### config.mk
export PLATFORM = sky130hd
export DESIGN_NAME = aes_byte_loader_flat
export DESIGN_NICKNAME = d
export VERILOG_FILES = /design/src/rtl/aes_byte_loader_if.sv /design/src/rtl/aes_byte_loader.sv /design/src/flat_wrapper.sv
export SDC_FILE = /design/constraint.sdc
export NUM_CORES = 1
export LEC_CHECK = 0
export ABC_AREA = 1
export CAP_MARGIN = 20
export CORE_UTILIZATION = 47
export CTS_CLUSTER_SIZE = 14
export DETAILED_ROUTE_END_ITERATION = 16
export HOLD_SLACK_MARGIN = 0.1
export PLACE_DENSITY = 0.76
export SYNTH_ARGS = -nofsm -noshare
export SYNTH_HDL_FRONTEND = slang
export SYNTH_SLANG_ARGS = --single-unit
### constraint.sdc
create_clock -name clk -period 13.46 [get_ports clk]
set_clock_uncertainty 0.1 [all_clocks]
set_input_delay 2.692 -clock clk [delete_from_list [all_inputs] [get_ports clk]]
set_output_delay 2.692 -clock clk [all_outputs]
set_load 0.1 [all_outputs]
### src/rtl/aes_byte_loader_if.sv
// Byte-serial load channel into the AES loader: one byte per accepted cycle,
// with the frame type carried on key_sel alongside the first byte.
interface aes_byte_loader_if;
   logic [7:0] byte_in;
   logic       byte_valid;
   logic       byte_ready;
   logic       key_sel;

   modport master (
      output byte_in,
      output byte_valid,
      output key_sel,
      input  byte_ready
   );

   modport slave (
      input  byte_in,
      input  byte_valid,
      input  key_sel,
      output byte_ready
   );
endinterface

### src/rtl/aes_byte_loader.sv
// Assembles 16-byte frames into the AES key or plaintext block and tracks
// presented blocks through a fixed-latency pipe to flag when dataout is valid.
module aes_byte_loader #(
   parameter int LATENCY = 10
) (
   input  logic             clk,
   input  logic             rst,
   aes_byte_loader_if.slave bus,
   output logic [127:0]     datain,
   output logic [127:0]     key,
   output logic             key_loaded,
   output logic             block_valid,
   output logic             out_valid,
   output logic             frame_err,
   output logic [3:0]       byte_cnt
);

   typedef enum logic [1:0] {IDLE, SHIFT, ISSUE} state_t;

   state_t               state;
   state_t               next_state;
   logic                 ready;
   logic                 accept;
   logic                 frame_key;
   logic [127:0]         assembly;
   logic [LATENCY-1:0]   in_flight;

   always_ff @(posedge clk or posedge rst) begin
      if (rst) state <= IDLE;
      else     state <= next_state;
   end

   always_comb begin
      next_state = state;
      ready      = 1'b0;
      case (state)
         IDLE: begin
            ready = 1'b1;
            if (bus.byte_valid) next_state = SHIFT;
         end
         SHIFT: begin
            ready = 1'b1;
            if (bus.byte_valid && byte_cnt == 4'd15) next_state = ISSUE;
         end
         ISSUE:   next_state = IDLE;
         default: next_state = IDLE;
      endcase
      // Nothing may be accepted while reset is held.
      if (rst) ready = 1'b0;
   end

   assign accept         = ready && bus.byte_valid;
   assign bus.byte_ready = ready;
   assign out_valid      = in_flight[LATENCY-1];

   always_ff @(posedge clk or posedge rst) begin
      if (rst) begin
         assembly    <= '0;
         frame_key   <= 1'b0;
         byte_cnt    <= '0;
         datain      <= '0;
         key         <= '0;
         key_loaded  <= 1'b0;
         block_valid <= 1'b0;
         frame_err   <= 1'b0;
         in_flight   <= '0;
      end else begin
         block_valid <= 1'b0;
         frame_err   <= 1'b0;
         if (accept) begin
            if (state == IDLE) begin
               assembly  <= {120'd0, bus.byte_in};
               frame_key <= bus.key_sel;
               byte_cnt  <= 4'd1;
            end else begin
               assembly <= {assembly[119:0], bus.byte_in};
               byte_cnt <= byte_cnt + 4'd1;
            end
         end
         // A data frame is only useful once a key exists; otherwise it is dropped and flagged.
         if (state == ISSUE) begin
            if (frame_key) begin
               key        <= assembly;
               key_loaded <= 1'b1;
            end else if (key_loaded) begin
               datain      <= assembly;
               block_valid <= 1'b1;
            end else begin
               frame_err <= 1'b1;
            end
         end
         in_flight <= (in_flight << 1) | LATENCY'(block_valid);
      end
   end

endmodule
### src/flat_wrapper.sv
// flat-port wrapper written by rule: the top's interface ports become plain ports
module aes_byte_loader_flat 
#(
   parameter int LATENCY = 10
)
  (clk, rst, datain, key, key_loaded, block_valid, out_valid, frame_err, byte_cnt, bus_byte_in, bus_byte_valid, bus_key_sel, bus_byte_ready);
  aes_byte_loader_if bus_i ();
  input  logic clk;
  input  logic rst;
  output logic [127:0] datain;
  output logic [127:0] key;
  output logic key_loaded;
  output logic block_valid;
  output logic out_valid;
  output logic frame_err;
  output logic [3:0] byte_cnt;
  input wire logic [$bits(bus_i.byte_in)-1:0] bus_byte_in;
  input wire logic [$bits(bus_i.byte_valid)-1:0] bus_byte_valid;
  input wire logic [$bits(bus_i.key_sel)-1:0] bus_key_sel;
  output wire logic [$bits(bus_i.byte_ready)-1:0] bus_byte_ready;
  assign bus_i.byte_in = bus_byte_in;
  assign bus_i.byte_valid = bus_byte_valid;
  assign bus_i.key_sel = bus_key_sel;
  assign bus_byte_ready = bus_i.byte_ready;
  aes_byte_loader #(.LATENCY(LATENCY)) u_core (.clk(clk), .rst(rst), .bus(bus_i), .datain(datain), .key(key), .key_loaded(key_loaded), .block_valid(block_valid), .out_valid(out_valid), .frame_err(frame_err), .byte_cnt(byte_cnt));
endmodule
==> results by group, run 1 <==
Cells and area
  • Share of layout cells above drive strength 1: 0.0541
  • Antenna cells: 0
  • Non-Filler Instances: 2,096
  • Nets: 1,686
  • Area growth syn-to-layout: 27.8%

Synthesis
  • Post-Synthesis Cells: 1,442
  • Simple-Gate Fraction of Synth Area: 0.115
  • Post-synthesis mux area share: 0
  • Synth cell types: 22
  • Synth area leader: dfrtp_1
  • Top-area cell type share of the netlist area: 0.677
  • EDFF count, synth: 0
  • Synth area leaders: dfrtp_1 68%, o21ai_0 12%, nand2_1 6.9%, nand3_1 4.1%, inv_1 3.4%
  • Mean post-synth cell area: 10.4 sq um
  • Compound-gate portion of the synthesized area: 0.134
  • Largest family of logic cells by synthesized area: compound AO/OA/AOI/OAI gates
  • Main synth FF type: dfrtp_1
  • Share of flip-flops with an asynchronous set or reset: 1.00
  • Synth Area in XOR/XNOR: 0
  • Net Count, Synth: 1,455
  • Mapped cell area: 14,900 sq um
  • Seq cells post-synth: 404
  • Warnings from Yosys: 0
  • Adder-cell share of the synthesized area: 0.000837
  • Sequential-to-total area share from yosys stat: 0.677

GRT
  • GRT overflow: 0
  • GRT Overall Usage: 0.224
  • Pin count of the biggest net entering global routing: 198
  • Vias in the first global route: 10.8k
  • Initial antenna violation count: 0
  • Global-route wire length before repair: 59.0 mm

Floorplanning
  • Die Ht: 180 um
  • Initial core utilization: 0.483
  • I/O Pins: 277
  • FP Rows: 64
  • Total core area: 30,900 sq um
  • Die ar.: 32,500 sq um
  • Die width: 180 um

STA
  • FMAX: 138 MHz
  • Setup TNS: 0 ns
  • RSZ-0062 raised after global routing: no
  • Slew at the pin closest to its max-slew limit: 1.11 ns
  • Final Hold Viols: 0
  • Max-slew headroom: 0.257
  • Final setup vio count: 0
  • Tcrit/Tclk final: 0.538
  • Slew Limit Fails: 0
  • Post-layout minimum cycle time: 7.25 ns

Job
  • Maxcap violations: 0

Detailed routing
  • TritonRoute pass-1 iters: 5
  • Post-detailed-route count of antenna-violating nets: 0
  • DR WL/cell: 17.0 um
  • Drt via density: 5.16
  • Via count: 10.8k
  • Remaining DRCs: 0
  • Drt total wl: 35.6 mm
  • Detailed Route Iter0 Violations: 820

Setup path
  • Worst Path Arrival: 4.45 ns
  • R2R cell count: 7
  • R2R setup slack: 10.62 ns
  • Worst Setup SP: rst
  • Critical path required time: 10.67 ns
  • Crit path max fanout: 2
  • CP Launch Type: input pin
  • Reg-to-Reg End: u_core.assembly[21]
  • R2r startpoint: u_core.state[1]
  • CP Class: input pin to primary output
  • Crit end category: primary output
  • Worst setup path end: bus_byte_ready

Place
  • Routability Congestion: 0.792
  • Dpl hpwl: 22.7 mm
  • # port buffers: 276
  • Post-Place Cells: 2,026

Clock tree
  • Num Clock Sinks: 404
  • Clk_lat worst skew: 0.51 ns
  • Post-CTS sizing: 0
  • CTS tree: yes
  • Total CTS buffers: 41
  • Post-CTS Setup Inserts: 0
  • Hold Buf Count CTS: 0
  • Root Driver: clkbuf_16
  • Htree depth: 2
  • Clock transition at path regs: 0.06 ns
  • Clock buffer depth: 3

Pwr
  • Leakage: 8.38 nW
  • Power per Cell Area: 155 nW/um^2
  • VDD IR max: 0.0942 mV

Status
  • Outcome: completed

Min path
  • Hold/Removal Path Class: flop to flop
  • WHS Path Cells: 0
## registers in the layout, indices dropped and copies added (netlist names)
signal	count
u_core.frame_err	1
u_core.frame_key	1
u_core.block_valid	1
u_core.in_flight	10
u_core.datain	128
u_core.key	128
u_core.key_loaded	1
u_core.byte_cnt	4
u_core.state	2
u_core.assembly	128
## worst max-delay path: stages
cell             delay [ns]
clkdlybuf4s50_1        0.46
nor2_1                 0.15
clkdlybuf4s50_1        1.15
## cells in the mapped netlist, types with 2 or more instances
cell,number
dfrtp_1,404
o21ai_0,369
nand2_1,274
inv_1,135
nand3_1,123
buf_2,38
clkbuf_1,29
buf_6,18
clkbuf_2,10
o21ai_1,10
o21ai_2,10
nand2_2,5
nor2_1,5
a21oi_1,3
nor4_1,2
## per-layer routing
| layer | GRT usage | vias to the layer above | wire (um) |
|---|---|---|---|
| li1 | - | 5151 | - |
| met1 | 0.314 | 5289 | 15900 |
| met2 | 0.350 | 317 | 16500 |
| met3 | 0.0556 | 56 | 2370 |
| met4 | 0.0619 | 0 | 870 |
| met5 | 0 | - | 0 |
## layout make-up
| cell class | count | area (sq um) |
|---|---|---|
| Inverter | 136 | 514 |
| Multi-Input combinational cell | 804 | 3770 |
| Timing Repair Buffer | 286 | 2850 |
| Fill cell | 2438 | 11800 |
| Clock inverter | 16 | 218 |
| Clock buffer | 54 | 1130 |
| Tap cell | 396 | 495 |
| Sequential cell | 404 | 10100 |
## through the flow
stage                     area [sq um]   util  hold WS, ns  setup slack [ns]  power (W)
after floorplan                  14900      -        0.231              3.80    0.00172
after global placement           17700  0.574        0.232              6.21    0.00183
after detailed placement         17700  0.574        0.235              6.22    0.00185
after CTS                        19100  0.618        0.246              6.21    0.00299
after global routing             19100  0.618        0.259              6.15    0.00310
final                            19100  0.618        0.245              6.21    0.00296
## worst min path at each step
stage                        startpoint                  end  slack (ns)
floorplan           u_core.in_flight[0]  u_core.in_flight[1]        0.23
global placement    u_core.in_flight[8]  u_core.in_flight[9]        0.23
detailed placement  u_core.in_flight[4]  u_core.in_flight[5]        0.23
CTS                 u_core.in_flight[4]  u_core.in_flight[5]        0.25
global route        u_core.in_flight[3]  u_core.in_flight[4]        0.26
finish              u_core.in_flight[4]  u_core.in_flight[5]        0.24
## report_power, final
part           leakage [nW]  total [W]  switching [W]  internal, W
logic                  2.16   0.000405       0.000318    0.0000877
registers              5.56    0.00142      0.0000861      0.00134
clock network         0.663    0.00114       0.000450     0.000688
total                  8.38    0.00296       0.000854      0.00211
## cells in the final DEF (no fill, tap or decap), types with 2 or more instances in the layout
cell,Yosys,final
clkbuf_8,0,6
clkinv_4,0,2
clkdlybuf4s50_1,0,276
nand3_1,123,123
o21ai_2,10,10
nor2_1,5,5
nand2_2,5,2
nand2_1,274,274
a21oi_1,3,3
nand2_8,0,2
bufinv_16,0,5
dfrtp_1,404,404
clkbuf_1,29,7
clkinv_2,0,7
o21ai_1,10,10
o21ai_0,369,369
clkbuf_16,0,41
nor2_4,1,2
nor4_1,2,2
clkinvlp_4,0,3
buf_4,1,9
inv_1,135,134
## logic make-up after synthesis
logic type,after synthesis
AO/OA/AOI/OAI,392
adder cells (fa/ha/maj),1
buffers and inverters,234
flip-flops,404
AND/OR/NAND/NOR,411
Power figures use the tool's default switching activity.
==> run 2: changes to the inputs <==
--- a/config.mk
+++ b/config.mk
@@ -7,11 +7,11 @@
 export LEC_CHECK = 0
 export ABC_AREA = 1
 export CAP_MARGIN = 20
-export CORE_UTILIZATION = 47
+export CORE_UTILIZATION = 52
 export CTS_CLUSTER_SIZE = 14
 export DETAILED_ROUTE_END_ITERATION = 16
 export HOLD_SLACK_MARGIN = 0.1
-export PLACE_DENSITY = 0.76
+export PLACE_DENSITY = 0.8
 export SYNTH_ARGS = -nofsm -noshare
 export SYNTH_HDL_FRONTEND = slang
 export SYNTH_SLANG_ARGS = --single-unit
==> constraint.sdc (replaced) <==
create_clock -name clk -period 7.31 [get_ports clk]
set_clock_uncertainty 0.1 [all_clocks]
set_input_delay 1.462 -clock clk [delete_from_list [all_inputs] [get_ports clk]]
set_output_delay 1.462 -clock clk [all_outputs]
set_load 0.1 [all_outputs]
==> results by group, run 2 (synthesized netlist as in run 1, its figures left out) <==
Min path
  • Hold_sp: u_core.in_flight[3]
  • Hold/Removal Path Class: flop to flop

Cells and area
  • Nets: 1,687
  • Commonest non-fill, non-tap cell in the layout: dfrtp_1
  • Area growth syn-to-layout: 27.5%
  • Share of layout cells above drive strength 1: 0.0518
  • Seq. cell area: 10,100 sq um
  • Antenna cells: 0
  • Commonest cells after routing, fill and taps aside: 404 x dfrtp_1, 365 x o21ai_0, 276 x clkdlybuf4s50_1
  • Biggest regs: u_core.assembly: 128 flops, u_core.datain: 128 flops, u_core.key: 128 flops
  • Finished Core Util: 0.680
  • Fillers: 2,052
  • Multi-input logic area: 3780 sq um

Pwr
  • P_int: 0.00378 W
  • Flop pwr share: 0.490
  • Leakage: 8.36 nW
  • Sw Pwr: 0.00155 W
  • VDD IR max: 0.191 mV
  • Tot Pwr: 0.00533 W
  • Logic gate share of total power: 0.140
  • Power per Cell Area: 280 nW/um^2
  • Clk pwr share: 0.370
  • Switching share of power: 0.290

Setup path
  • Slowest cell on the critical path: clkdlybuf4s50_1
  • Critical-path cell list: clkdlybuf4s50_1, nor2_1, clkdlybuf4s50_1
  • Crit end category: primary output
  • Crit path max fanout: 2
  • Worst Setup SP: rst
  • Worst Path Arrival: 3.21 ns
  • Most common cell on crit path: clkdlybuf4s50_1
  • R2r startpoint: u_core.state[1]
  • CP Launch Type: input pin
  • Critical path required time: 5.75 ns
  • CP Class: input pin to primary output
  • Delay of the slowest cell on the worst path: 1.15 ns

Clock tree
  • Post-CTS sizing: 0
  • CTS tree: yes
  • Num Clock Sinks: 404
  • Post-CTS Setup Inserts: 0
  • Root Driver: clkbuf_16
  • Clk_lat worst skew: 0.51 ns
  • Clock buffer depth: 3
  • Hold Buf Count CTS: 0
  • Clock transition at path regs: 0.06 ns
  • Total CTS buffers: 40
  • Htree depth: 2

STA
  • Final Hold Viols: 0
  • Slew at the pin closest to its max-slew limit: 1.08 ns
  • Final setup vio count: 0
  • Post-layout minimum cycle time: 4.77 ns
  • RSZ-0062 raised after global routing: no
  • Post-route setup slack: 2.54 ns
  • FMAX: 209 MHz
  • Max-slew headroom: 0.276
  • Slew Limit Fails: 0
  • Tcrit/Tclk final: 0.653

Detailed routing
  • Drt total wl: 35.0 mm
  • Remaining DRCs: 0
  • TritonRoute pass-1 iters: 5
  • Detailed Route Iter0 Violations: 1,027
  • Drt via density: 5.27
  • Via count: 11.0k
  • DR WL/cell: 16.9 um
  • Post-detailed-route count of antenna-violating nets: 0

GRT
  • Initial antenna violation count: 0
  • GRT Overall Usage: 0.244
  • Global-route wire length before repair: 56.5 mm
  • GRT overflow: 0
  • Pin count of the biggest net entering global routing: 205
  • Vias in the first global route: 10.7k

Place
  • Dpl hpwl: 22.3 mm
  • Setup WS pre-CTS: 2.53 ns
  • # port buffers: 276
  • Routability Congestion: 0.806

Floorplanning
  • I/O Pins: 277
  • Die ar.: 29,400 sq um
  • FP Rows: 61
  • Die Ht: 172 um
  • Total core area: 28,000 sq um
  • Die width: 172 um
  • Initial core utilization: 0.533

Status
  • Outcome: completed

Job
  • Maxcap violations: 0
==> run 2: stage by stage <==
| step | TNS, ns | hold slack [ns] | instances | instance area, sq um |
|---|---|---|---|---|
| after global placement | 0 | 0.233 | 2008 | 17700 |
| after CTS | 0 | 0.246 | 2076 | 19000 |
| after floorplan | -123.68 | 0.231 | 1442 | 15000 |
| after detailed placement | 0 | 0.236 | 2008 | 17700 |
| final | 0 | 0.243 | 2078 | 19000 |
| after global routing | 0 | 0.256 | 2078 | 19000 |
==> run 2: path summary, 6_finish.rpt <==
check	to	slack, ns	cells after the start
setup / recovery	bus_byte_ready	2.54	3
max in group asynchronous	u_core.assembly[2]	3.87	4
hold reg to reg	u_core.in_flight[4]	0.24	0
min in group asynchronous	u_core.datain[122]	1.55	3
hold / removal	u_core.in_flight[4]	0.24	0
setup reg to reg	u_core.datain[23]	4.68	7
==> run 2: power groups by stage <==
stage	Combinational (W)	Clock, W	Sequential (W)
6_report	0.000747	0.00197	0.00261
5_1_grt	0.000836	0.00209	0.00263
4_1_cts	0.000753	0.00200	0.00261
3_5_place_dp	0.000742	0	0.00265
3_3_place_gp	0.000728	0	0.00264
2_1_floorplan	0.000421	0	0.00274
==> run 2: layout make-up <==
class | instances | share of cell area
Sequential cell | 404 | 0.531
Clock inverter | 8 | 0.00473
Timing Repair Buffer | 288 | 0.153
Inverter | 136 | 0.0270
Tap cell | 378 | 0.0248
Multi-Input combinational cell | 804 | 0.199
Clock buffer | 60 | 0.0608
==> run 2: worst max-delay path: cells and delay by family <==
family                 cells  cell delay, ns
buffers and inverters      2            1.60
and+or+nand+nor            1            0.14
==> run 2: per-layer routing <==
metal	vias up	wire [um]	global-route usage
li1	5159	-	-
met1	5402	15200	0.342
met2	341	16600	0.380
met3	57	2380	0.0534
met4	0	835	0.0784
met5	-	0	0
==> run 3: changes to the inputs <==
==> constraint.sdc (replaced) <==
create_clock -name clk -period 4.4 [get_ports clk]
set_clock_uncertainty 0.1 [all_clocks]
set_input_delay 0.88 -clock clk [delete_from_list [all_inputs] [get_ports clk]]
set_output_delay 0.88 -clock clk [all_outputs]
set_load 0.1 [all_outputs]
==> results by group, run 3 (synthesized netlist as in run 1, its figures left out) <==
Setup path
  • Crit path max fanout: 4
  • Delay of the slowest cell on the worst path: 1.23 ns
  • Critical path required time: 3.42 ns
  • CP Launch Type: flop
  • Reg-to-Reg End: u_core.key[49]
  • Delay-heaviest family, CP: buffers and inverters
  • Slowest cell on the critical path: clkdlybuf4s50_1
  • R2R setup slack: 1.79 ns
  • R2R cell count: 5
  • R2r startpoint: u_core.state[1]
  • Critical-path cell list: clkdlybuf4s50_1
  • CP Class: flop to primary output
  • Buf+Inv Stages, Crit Path: 1
  • Stages on worst setup path: 1
  • Crit end category: primary output
  • Worst Path Arrival: 2.16 ns

Clock tree
  • Num Clock Sinks: 404
  • Clk_lat worst skew: 0.51 ns
  • Total CTS buffers: 40
  • Htree depth: 2
  • Post-CTS sizing: 0
  • Post-CTS Setup Inserts: 0
  • Root Driver: clkbuf_16
  • Clock buffer depth: 3
  • CTS tree: yes
  • Hold Buf Count CTS: 0
  • Clock transition at path regs: 0.06 ns

Cells and area
  • Biggest regs: u_core.assembly: 128 flops, u_core.datain: 128 flops, u_core.key: 128 flops
  • Area growth syn-to-layout: 27.5%
  • Multi-input logic area: 3780 sq um
  • Share of layout cells above drive strength 1: 0.0548
  • Nets: 1,684
  • Fillers: 2,101
  • Commonest non-fill, non-tap cell in the layout: dfrtp_1
  • Commonest cells after routing, fill and taps aside: 404 x dfrtp_1, 365 x o21ai_0, 275 x clkdlybuf4s50_1
  • Antenna cells: 0
  • Seq. cell area: 10,100 sq um
  • Finished Core Util: 0.680

Min path
  • WHS Path Cells: 0
  • Hold/Removal Path Class: flop to flop
  • Hold EP: u_core.in_flight[3]
  • Hold_sp: u_core.in_flight[2]

Detailed routing
  • Drt via density: 5.35
  • Remaining DRCs: 0
  • DR WL/cell: 17.2 um
  • Detailed Route Iter0 Violations: 971
  • TritonRoute pass-1 iters: 5
  • Drt total wl: 35.7 mm
  • Post-detailed-route count of antenna-violating nets: 0
  • Via count: 11.1k

Job
  • Maxcap violations: 0

Pwr
  • Logic gate share of total power: 0.139
  • Leakage: 8.37 nW
  • Switching share of power: 0.291
  • Clk pwr share: 0.376
  • Sw Pwr: 0.00262 W
  • P_int: 0.00637 W
  • Power per Cell Area: 472 nW/um^2
  • Flop pwr share: 0.485
  • VDD IR max: 0.271 mV

STA
  • Final Hold Viols: 0
  • RSZ-0062 raised after global routing: no
  • Tcrit/Tclk final: 0.713
  • FMAX: 319 MHz
  • Final setup vio count: 0
  • Post-layout minimum cycle time: 3.14 ns
  • Slew at the pin closest to its max-slew limit: 1.09 ns
  • Max-slew headroom: 0.276
  • Hold WS: 0.238 ns
  • Slew Limit Fails: 0

GRT
  • Initial antenna violation count: 0
  • GRT Overall Usage: 0.247
  • Global-route wire length before repair: 57.1 mm
  • Vias in the first global route: 10.9k
  • GRT overflow: 0
  • Pin count of the biggest net entering global routing: 200

Place
  • Routability Congestion: 0.810
  • Dpl hpwl: 22.7 mm
  • # port buffers: 276

Floorplanning
  • Total core area: 28,000 sq um
  • FP Rows: 61
  • Die Ht: 172 um
  • Initial core utilization: 0.533
  • Die ar.: 29,400 sq um
  • Die width: 172 um
  • I/O Pins: 277

Status
  • Outcome: completed
run 3: changes by cell type in the layout (fill, tap and decap cells not counted), sizes merged:
cell,previous run,this run
clkbuf,60,56
clkinv,6,9
buf,12,10
bufinv,2,3
clkdlybuf4s50,276,275
inv,135,136
run 3: per-stage QoR:
| stage | instances | instance area [sq um] | setup WS (ns) | setup TNS (ns) | power [W] |
|---|---|---|---|---|---|
| 2_1_floorplan | 1442 | 15000 | -3.27 | -1254.84 | 0.00525 |
| 3_3_place_gp | 2007 | 17700 | 1.39 | 0 | 0.00561 |
| 3_5_place_dp | 2007 | 17700 | 1.31 | 0 | 0.00566 |
| 4_1_cts | 2076 | 19100 | 1.25 | 0 | 0.00906 |
| 5_1_grt | 2076 | 19100 | 1.23 | 0 | 0.00937 |
| 6_report | 2076 | 19100 | 1.26 | 0 | 0.00899 |
run 3: area by class of cell:
class,instances,area share
clock buffers,56,0.0610
clock inverters,13,0.00755
inverters,136,0.0270
multi-input cells,804,0.199
flip-flops and latches,404,0.531
well taps,378,0.0248
repair buffers,285,0.150
run 3: layer usage:
metal,routed length (um),global-route usage,share of wire,vias up
li1,-,-,-,5146
met1,15300,0.340,0.43,5503
met2,17300,0.397,0.48,382
met3,2080,0.0453,0.058,72
met4,1100,0.0862,0.031,0
met5,0,0,0,-
run 3: worst max-delay path by stage:
stage / slack, ns / endpoint / from
floorplan: -3.27 / u_core.assembly[48] / rst
global placement: 1.39 / u_core.assembly[61] / rst
detailed placement: 1.31 / u_core.assembly[29] / rst
CTS: 1.25 / byte_cnt[3] / u_core.byte_cnt[3]
global route: 1.23 / byte_cnt[3] / u_core.byte_cnt[3]
finish: 1.26 / byte_cnt[0] / u_core.byte_cnt[0]
run 3: power groups by stage:
stage          registers, W  logic [W]  clock network, W
6_report            0.00436    0.00125           0.00338
5_1_grt             0.00439    0.00140           0.00358
4_1_cts             0.00436    0.00126           0.00344
3_5_place_dp        0.00442    0.00124                 0
3_3_place_gp        0.00441    0.00120                 0
2_1_floorplan       0.00456   0.000699                 0
